`src/rtl/seq_detect_pkg.sv`:
```
// Shared types and helpers for the programmable serial-pattern detector.
package seq_detect_pkg;

  typedef enum logic {
    IDLE,
    RUN
  } seq_state_t;

  // Width of the fill counter, which counts up to seq_len-1.
  function automatic int unsigned fill_w(input int unsigned seq_len);
    return $clog2(seq_len);
  endfunction

endpackage

```
`src/rtl/sat_counter.sv`:
```
// Saturating up-counter with a sticky saturation flag; clear beats increment.
module sat_counter #(
  parameter int unsigned W = 8
) (
  input  logic         i_clk,
  input  logic         i_rst,
  input  logic         i_inc,
  input  logic         i_clr,
  output logic [W-1:0] o_count,
  output logic         o_sat
);

  logic [W-1:0] r_count;
  logic         r_sat;
  logic [W-1:0] w_count_inc;

  assign w_count_inc = r_count + 1'b1;

  always_ff @(posedge i_clk or posedge i_rst) begin
    if (i_rst) begin
      r_count <= '0;
      r_sat   <= 1'b0;
    end else if (i_clr) begin
      r_count <= '0;
      r_sat   <= 1'b0;
    end else if (i_inc && (r_count != {W{1'b1}})) begin
      r_count <= w_count_inc;
      if (w_count_inc == {W{1'b1}}) begin
        r_sat <= 1'b1;
      end
    end
  end

  assign o_count = r_count;
  assign o_sat   = r_sat;

endmodule

```
`src/rtl/seq_detect_prog.sv`:
```
// Programmable Mealy serial-pattern detector with overlap control and a
// saturating match counter.
module seq_detect_prog
  import seq_detect_pkg::*;
#(
  parameter int unsigned SEQ_LEN = 4,
  parameter int unsigned CNT_W   = 8
) (
  input  logic               i_clk,
  input  logic               i_rst,
  input  logic [SEQ_LEN-1:0] i_pattern,
  input  logic               i_overlap_en,
  input  logic               i_pattern_load,
  input  logic               i_in_valid,
  input  logic               i_in_bit,
  input  logic               i_clear_count,
  output logic               o_match,
  output logic [CNT_W-1:0]   o_match_count,
  output logic               o_count_sat,
  output logic               o_armed
);

  localparam int unsigned FillW = fill_w(SEQ_LEN);
  localparam logic [FillW-1:0] FillMax = FillW'(SEQ_LEN - 1);

  seq_state_t r_state, w_state_d;

  logic [SEQ_LEN-1:0] r_pat;
  logic               r_ovl;
  logic [SEQ_LEN-2:0] r_hist;
  logic [FillW-1:0]   r_fill;

  logic [SEQ_LEN-1:0] w_window;
  logic               w_armed;
  logic               w_match;

  always_comb begin
    w_state_d = r_state;
    if (i_pattern_load) begin
      w_state_d = RUN;
    end
  end

  always_ff @(posedge i_clk or posedge i_rst) begin
    if (i_rst) begin
      r_state <= IDLE;
    end else begin
      r_state <= w_state_d;
    end
  end

  assign w_armed  = (r_state == RUN);
  // Window of the last SEQ_LEN valid bits, oldest at the MSB.
  assign w_window = {r_hist, i_in_bit};
  assign w_match  = w_armed & i_in_valid & ~i_pattern_load &
                    (r_fill == FillMax) & (w_window == r_pat);

  always_ff @(posedge i_clk or posedge i_rst) begin
    if (i_rst) begin
      r_pat  <= '0;
      r_ovl  <= 1'b0;
      r_hist <= '0;
      r_fill <= '0;
    end else if (i_pattern_load) begin
      r_pat  <= i_pattern;
      r_ovl  <= i_overlap_en;
      r_hist <= '0;
      r_fill <= '0;
    end else if (w_armed && i_in_valid) begin
      r_hist <= w_window[SEQ_LEN-2:0];
      // Non-overlapping mode discards the matched window entirely.
      if (w_match && !r_ovl) begin
        r_fill <= '0;
      end else if (r_fill != FillMax) begin
        r_fill <= r_fill + 1'b1;
      end
    end
  end

  sat_counter #(
    .W(CNT_W)
  ) u_sat_counter (
    .i_clk  (i_clk),
    .i_rst  (i_rst),
    .i_inc  (w_match),
    .i_clr  (i_clear_count),
    .o_count(o_match_count),
    .o_sat  (o_count_sat)
  );

  assign o_match = w_match;
  assign o_armed = w_armed;

endmodule

```
`config.mk`:
```
export PLATFORM = sky130hd
export DESIGN_NAME = seq_detect_prog
export DESIGN_NICKNAME = d
export VERILOG_FILES = /design/src/rtl/seq_detect_pkg.sv /design/src/rtl/sat_counter.sv /design/src/rtl/seq_detect_prog.sv
export SDC_FILE = /design/constraint.sdc
export NUM_CORES = 1
export LEC_CHECK = 0
export CORE_MARGIN = 8
export CORE_UTILIZATION = 25
export DETAILED_ROUTE_END_ITERATION = 8
export SYNTH_ARGS = -nofsm -noshare
export SYNTH_HDL_FRONTEND = slang
export SYNTH_HIERARCHICAL = 1
export SYNTH_SLANG_ARGS = --single-unit
```
`constraint.sdc`:
```
create_clock -name i_clk -period 2.1 [get_ports i_clk]
set_input_delay 0.21 -clock i_clk [delete_from_list [all_inputs] [get_ports i_clk]]
set_output_delay 0.21 -clock i_clk [all_outputs]
set_load 0.02 [all_outputs]
```
# After elaboration in Yosys (flattened, before gate mapping)
# Cells that the tools add are included.
op_classes:
  n_eq_ne: 5
  n_mux: 11
  n_reduce_logical: 10
  n_addsub: 2
  bitwise_logic: 5
ops:
  columns: ["cell", "n"]
  rows:
  - ["$mux 8", 2]
  - ["$add 8x1->8 const B", 1]
  - ["$eq 8x8->1 const B", 1]
  - ["$mux 2", 4]
  - ["$ne 8x8->1 const B", 1]
  - ["$mux 3", 2]
  - ["$reduce_bool 2->1", 3]
  - ["$and 1x1->1", 4]
  - ["$eq 4x4->1", 1]
  - ["$reduce_and 2->1", 2]
  - ["$logic_and 1x1->1", 3]
  - ["$mux 1", 3]
  - ["$reduce_bool 3->1", 1]
  - ["$add 2x1->2 const B", 1]
  - ["$eq 2x2->1 const B", 1]
  - ["$ne 2x2->1 const B", 1]
  - ["$logic_not 1->1", 1]
  - ["$not 1->1", 1]
word_totals:
  elab_cells: 40
  inputBits: 11
  reg_bits: 20
  out_inout_bits: 11

# Depth between registers and ports, before layout
depth:
  word_depth: 8
  depth_mapped: 6
  depth_no_buf: 6

# Cells and area by module
# Netlist, hierarchy kept.
modules_own_cells:
  columns: ["mod", "seq_area_each_um2", "cells_each", "area_each_um2", "instances"]
  rows:
  - ["sat_counter", 225.2, 53, 561.8, 1]
  - ["seq_detect_prog", 275.3, 45, 518.0, 1]

# Least setup slack after synthesis
# No wires, ideal clock.
synth_timing:
  path_type: "flip-flop to flip-flop"
  start: "register r_pat[0]"
  end: "register u_sat_counter.r_count[5], in the netlist u_sat_counter/o_count[5]"
  n_path_buf: 0
  t_arrival_ns: 2.474
  synth_period_minus_slack_ns: 2.552
  path_stages_with_launch: 7
  required_ns: 2.023
  setup_time_ns: 0.077
  setup_slack_ns: -0.452
  cell_sequence: "dfrtp_1 -> xnor2_1 -> nand4_1 -> nor4_1 -> o21ai_1 -> or3_1 -> a21oi_1"
synth_via:
  elab_chain_len: 4
synth_rtl:
  columns: ["item", "line_no", "text"]
  rows:
  - ["start: declaration", "seq_detect_prog.sv:28", "logic [SEQ_LEN-1:0] r_pat;"]
  - ["start signal: assignment", "seq_detect_prog.sv:65", "r_pat <= i_pattern;"]
  - ["$eq 4x4->1", "seq_detect_prog.sv:56", "(r_fill == FillMax) & (w_window == r_pat);"]
  - ["$and 1x1->1", "seq_detect_prog.sv:56", null]
  - ["net o_match", "seq_detect_prog.sv:17", "output logic o_match,"]
  - ["$logic_and 1x1->1", "sat_counter.sv:26", "end else if (i_inc && (r_count != {W{1'b1}})) begin"]
  - ["$reduce_bool 2->1 (no source line)", null, null]
  - ["end signal: assignment", "sat_counter.sv:27", "r_count <= w_count_inc;"]
  - ["end: declaration", "sat_counter.sv:13", "logic [W-1:0] r_count;"]
# The timed path passes the listed nets, and every way through them passes these cells.
# A chain may end at the register's enable or synchronous reset.

# Worst setup path after layout
layout_timing:
  start: "register r_hist[1]"
  end: "output port o_match"
layout_via:
  elab_chain_len: 2
layout_rtl:
  columns: ["item", "line_no", "text"]
  rows:
  - ["start: declaration", "seq_detect_prog.sv:30", "logic [SEQ_LEN-2:0] r_hist;"]
  - ["start signal: assignment", "seq_detect_prog.sv:70", "r_hist <= w_window[SEQ_LEN-2:0];"]
  - ["$eq 4x4->1", "seq_detect_prog.sv:56", null]
  - ["$and 1x1->1", "seq_detect_prog.sv:56", null]
  - ["end: declaration", "seq_detect_prog.sv:17", null]
# Every way passes these cells.

==> results.yml <==
power_and_ir_drop:
  worst_ir_drop_vdd_uv: 446.1
  p_int_mw: 0.6129
  power_switching_mw: 0.1709
  p_clk_share_pct: 37.2
  powerDensity_mw_per_mm2: 546.2
  netSwitchingFraction_pct: 21.81
  p_leak_nw: 0.5964
  p_seq_share_pct: 52.4
  pwr-share-comb_pct: 10.4
die:
  start_util_pct: 25.32
  die_h_um: 81.72
  core-area_mm2: 0.004264
  die_w_um: 81.72
  dieArea_mm2: 0.006678
  num_rows: 24
  ios: 22
global_route:
  grt_pass1_wl_um: 3919
  antenna_found_initial: 0
  grt_pass1_vias: 876
  overflow: 0
  grt_max_degree: 14
  grtUsageTotal_pct: 7.482
cts:
  clkLatencyLatePin_ns: 0.26
  numCtsBuffers: 3
  cts_tree: "yes"
  root_buffer: "clkbuf_8"
  htreeDepth: 1
  cts-resized-gates: 1
  clk_pin_slew_ns: 0.07
  cts_buffer_depth: 2
  clkSinkCount: 20
  cts_setup_buffers: 0
  cts_hold_repair.buffers: 0
yosys:
  yosys-top-cells-count: "dfrtp_1, nor2_1, xnor2_1, xor2_1"
  netlist_instances: 98
  synth_nets: 112
  async_flop_share_pct: 100.0
  ys_warn_count: 6
  synth_edf_count: 0
  synth_most_common_cell: "dfrtp_1"
  ys_seq_area_share_pct: 46.35
  mappedNetlistArea_mm2: 0.001080
  yosysTopAreaCellShare_pct: 46.35
  synth-seq-cells: 20
  ys_types: 38
  netlist.top_cell.by_area: "dfrtp_1"
  synth.area.top_cells: "dfrtp_1, mux2_2, xnor2_1, xor2_1, ha_1"
  synth.avg_cell_area_um2: 11.02
  synth_ff_type: "dfrtp_1"
placement:
  gp_congestion: 0.7849
  dp_hpwl_um: 1803
  port_buffers: 21
sta:
  slew-limit-headroom_pct: 72.34
  skew_ns: 0.004186
  rsz0062_at_grt: "no"
  hold_violations: 0
  setup_viol: 0
  finalSetupTns_ns: 0
  finalMaxSlewViolations: 0
  finalHoldWorstSlack_ns: 0.2475
  tightest_slew_ns: 0.4144
  period_minus_slack_ns: 1.868
  fin_crit_sh_pct: 88.95
  fmax_mhz: 535.3
layout:
  area_growth_pct: 32.91
  multi_input_area_um2: 556.8
  seq_area_um2: 500.5
  nNetsFinal: 140
  fill_cells: 453
  drive_gt1_share_pct: 19.20
  fin_util_pct: 33.66
  n_antenna_cell: 0
setup_path:
  critPathArrivalTime_ns: 1.66
  cp.required_ns: 1.89
  path_max_fanout: 3
  cp-end-kind: "primary output"
  startpoint_type: "register"
  critPathKind: "register to primary output"
outcome:
  run_status: "completed"
routing:
  vias_per_cell: 4.621
  detail-route-antenna-nets: 0
  routedWlPerCell_um: 12.90
  vias: 818
  dr.pass1.iters: 4
  post-route-drc-count: 0
  drt_iter0_drc: 48
  drt-total-wl_um: 2284
job:
  drv_cap: 0
hold_path:
  hp-class: "input pin to async pin"
[area by class of cell]
type	count	share of cell area, %
inverter	5	1.308
timing repair buffer	25	16.65
tap	52	4.534
sequential	20	34.87
multi-input combinational	71	38.80
clock buffer	4	3.836
[worst max-delay path: stages, from the launching register on]
cell	delay [ns]
dfrtp_1	0.41
xnor2_1	0.17
nand4_1	0.19
nor4_4	0.27
dlygate4sd2_1	0.37
[routing by layer]
metal	wire [µm]	GRT usage (%)	vias to the layer above	share of wire, %
li1	-	-	397	-
met1	962	8.296	392	42
met2	1148	13.34	27	50
met3	161	2.735	2	7.0
met4	12	1.579	0	0.53
met5	0	0	-	0
[logic make-up after synthesis]
logic type,after synthesis,share of synthesized area [%]
compound gates,16,10.89
xor+xnor,12,9.733
fa+ha+maj,3,3.477
buf+inv,7,3.476
flops,20,46.35
mux,6,6.141
simple gates,34,19.93
[registers in the layout, indices dropped and copies added, names as in the netlist]
signal / cells
u_sat_counter/o_sat: 1
r_fill: 2
u_sat_counter/o_count: 8
r_ovl: 1
r_hist: 3
o_armed: 1
r_pat: 4
[worst paths after layout]
check / cells after the start / end / slack [ns] / startpoint
max: 4 / o_match / 0.23 / r_hist[1]$_DFFE_PP0P_
min: 2 / u_sat_counter/o_count[2]$_DFFE_PP0P_ / 0.25 / i_rst
max reg2reg: 7 / u_sat_counter/o_count[5]$_DFFE_PP0P_ / 0.24 / r_hist[1]$_DFFE_PP0P_
min reg2reg: 1 / r_ovl$_DFFE_PP0P_ / 0.52 / r_ovl$_DFFE_PP0P_
max in group asynchronous: 2 / r_hist[2]$_DFFE_PP0P_ / 1.54 / i_rst
min in group i_clk: 1 / r_ovl$_DFFE_PP0P_ / 0.52 / r_ovl$_DFFE_PP0P_
[placed cells by master, fill, tap and decap left out, drive strengths merged]
cell type       n
o21a            1
o211ai          3
or4             1
o21bai          1
nor2            7
dfrtp          20
ha              3
nand4           3
nor4            2
inv             5
and3            2
a21oi           4
or3             1
o21ai           3
o2111ai         1
clkdlybuf4s50  20
xor2            6
nand2b          4
clkbuf          4
buf             4
and2            1
nand2           4
o22ai           2
or2             2
mux2i           1
a211oi          1
nor2b           1
mux2            5
dlygate4sd2     1
nand3           5
xnor2           6
and4b           1
[per-stage QoR]
step	instances	power, mW	setup slack (ns)	cell area, µm²
2_1_floorplan	98	0.4663	0.1860	1095
3_3_place_gp	173	0.4979	-0.01849	1381
3_5_place_dp	173	0.5025	-0.06727	1381
4_1_cts	177	0.7990	0.1904	1435
5_1_grt	177	0.8248	0.04459	1435
6_report	177	0.7838	0.2321	1435
[power by group through the flow]
stage	Combinational (mW)	Clock [mW]	Sequential, mW
2_1_floorplan	0.0509	0	0.415
3_3_place_gp	0.0801	0	0.418
3_5_place_dp	0.0833	0	0.419
4_1_cts	0.0835	0.304	0.411
5_1_grt	0.0927	0.319	0.414
6_report	0.0814	0.291	0.411
No activity file was read; power rests on OpenSTA's default activity.
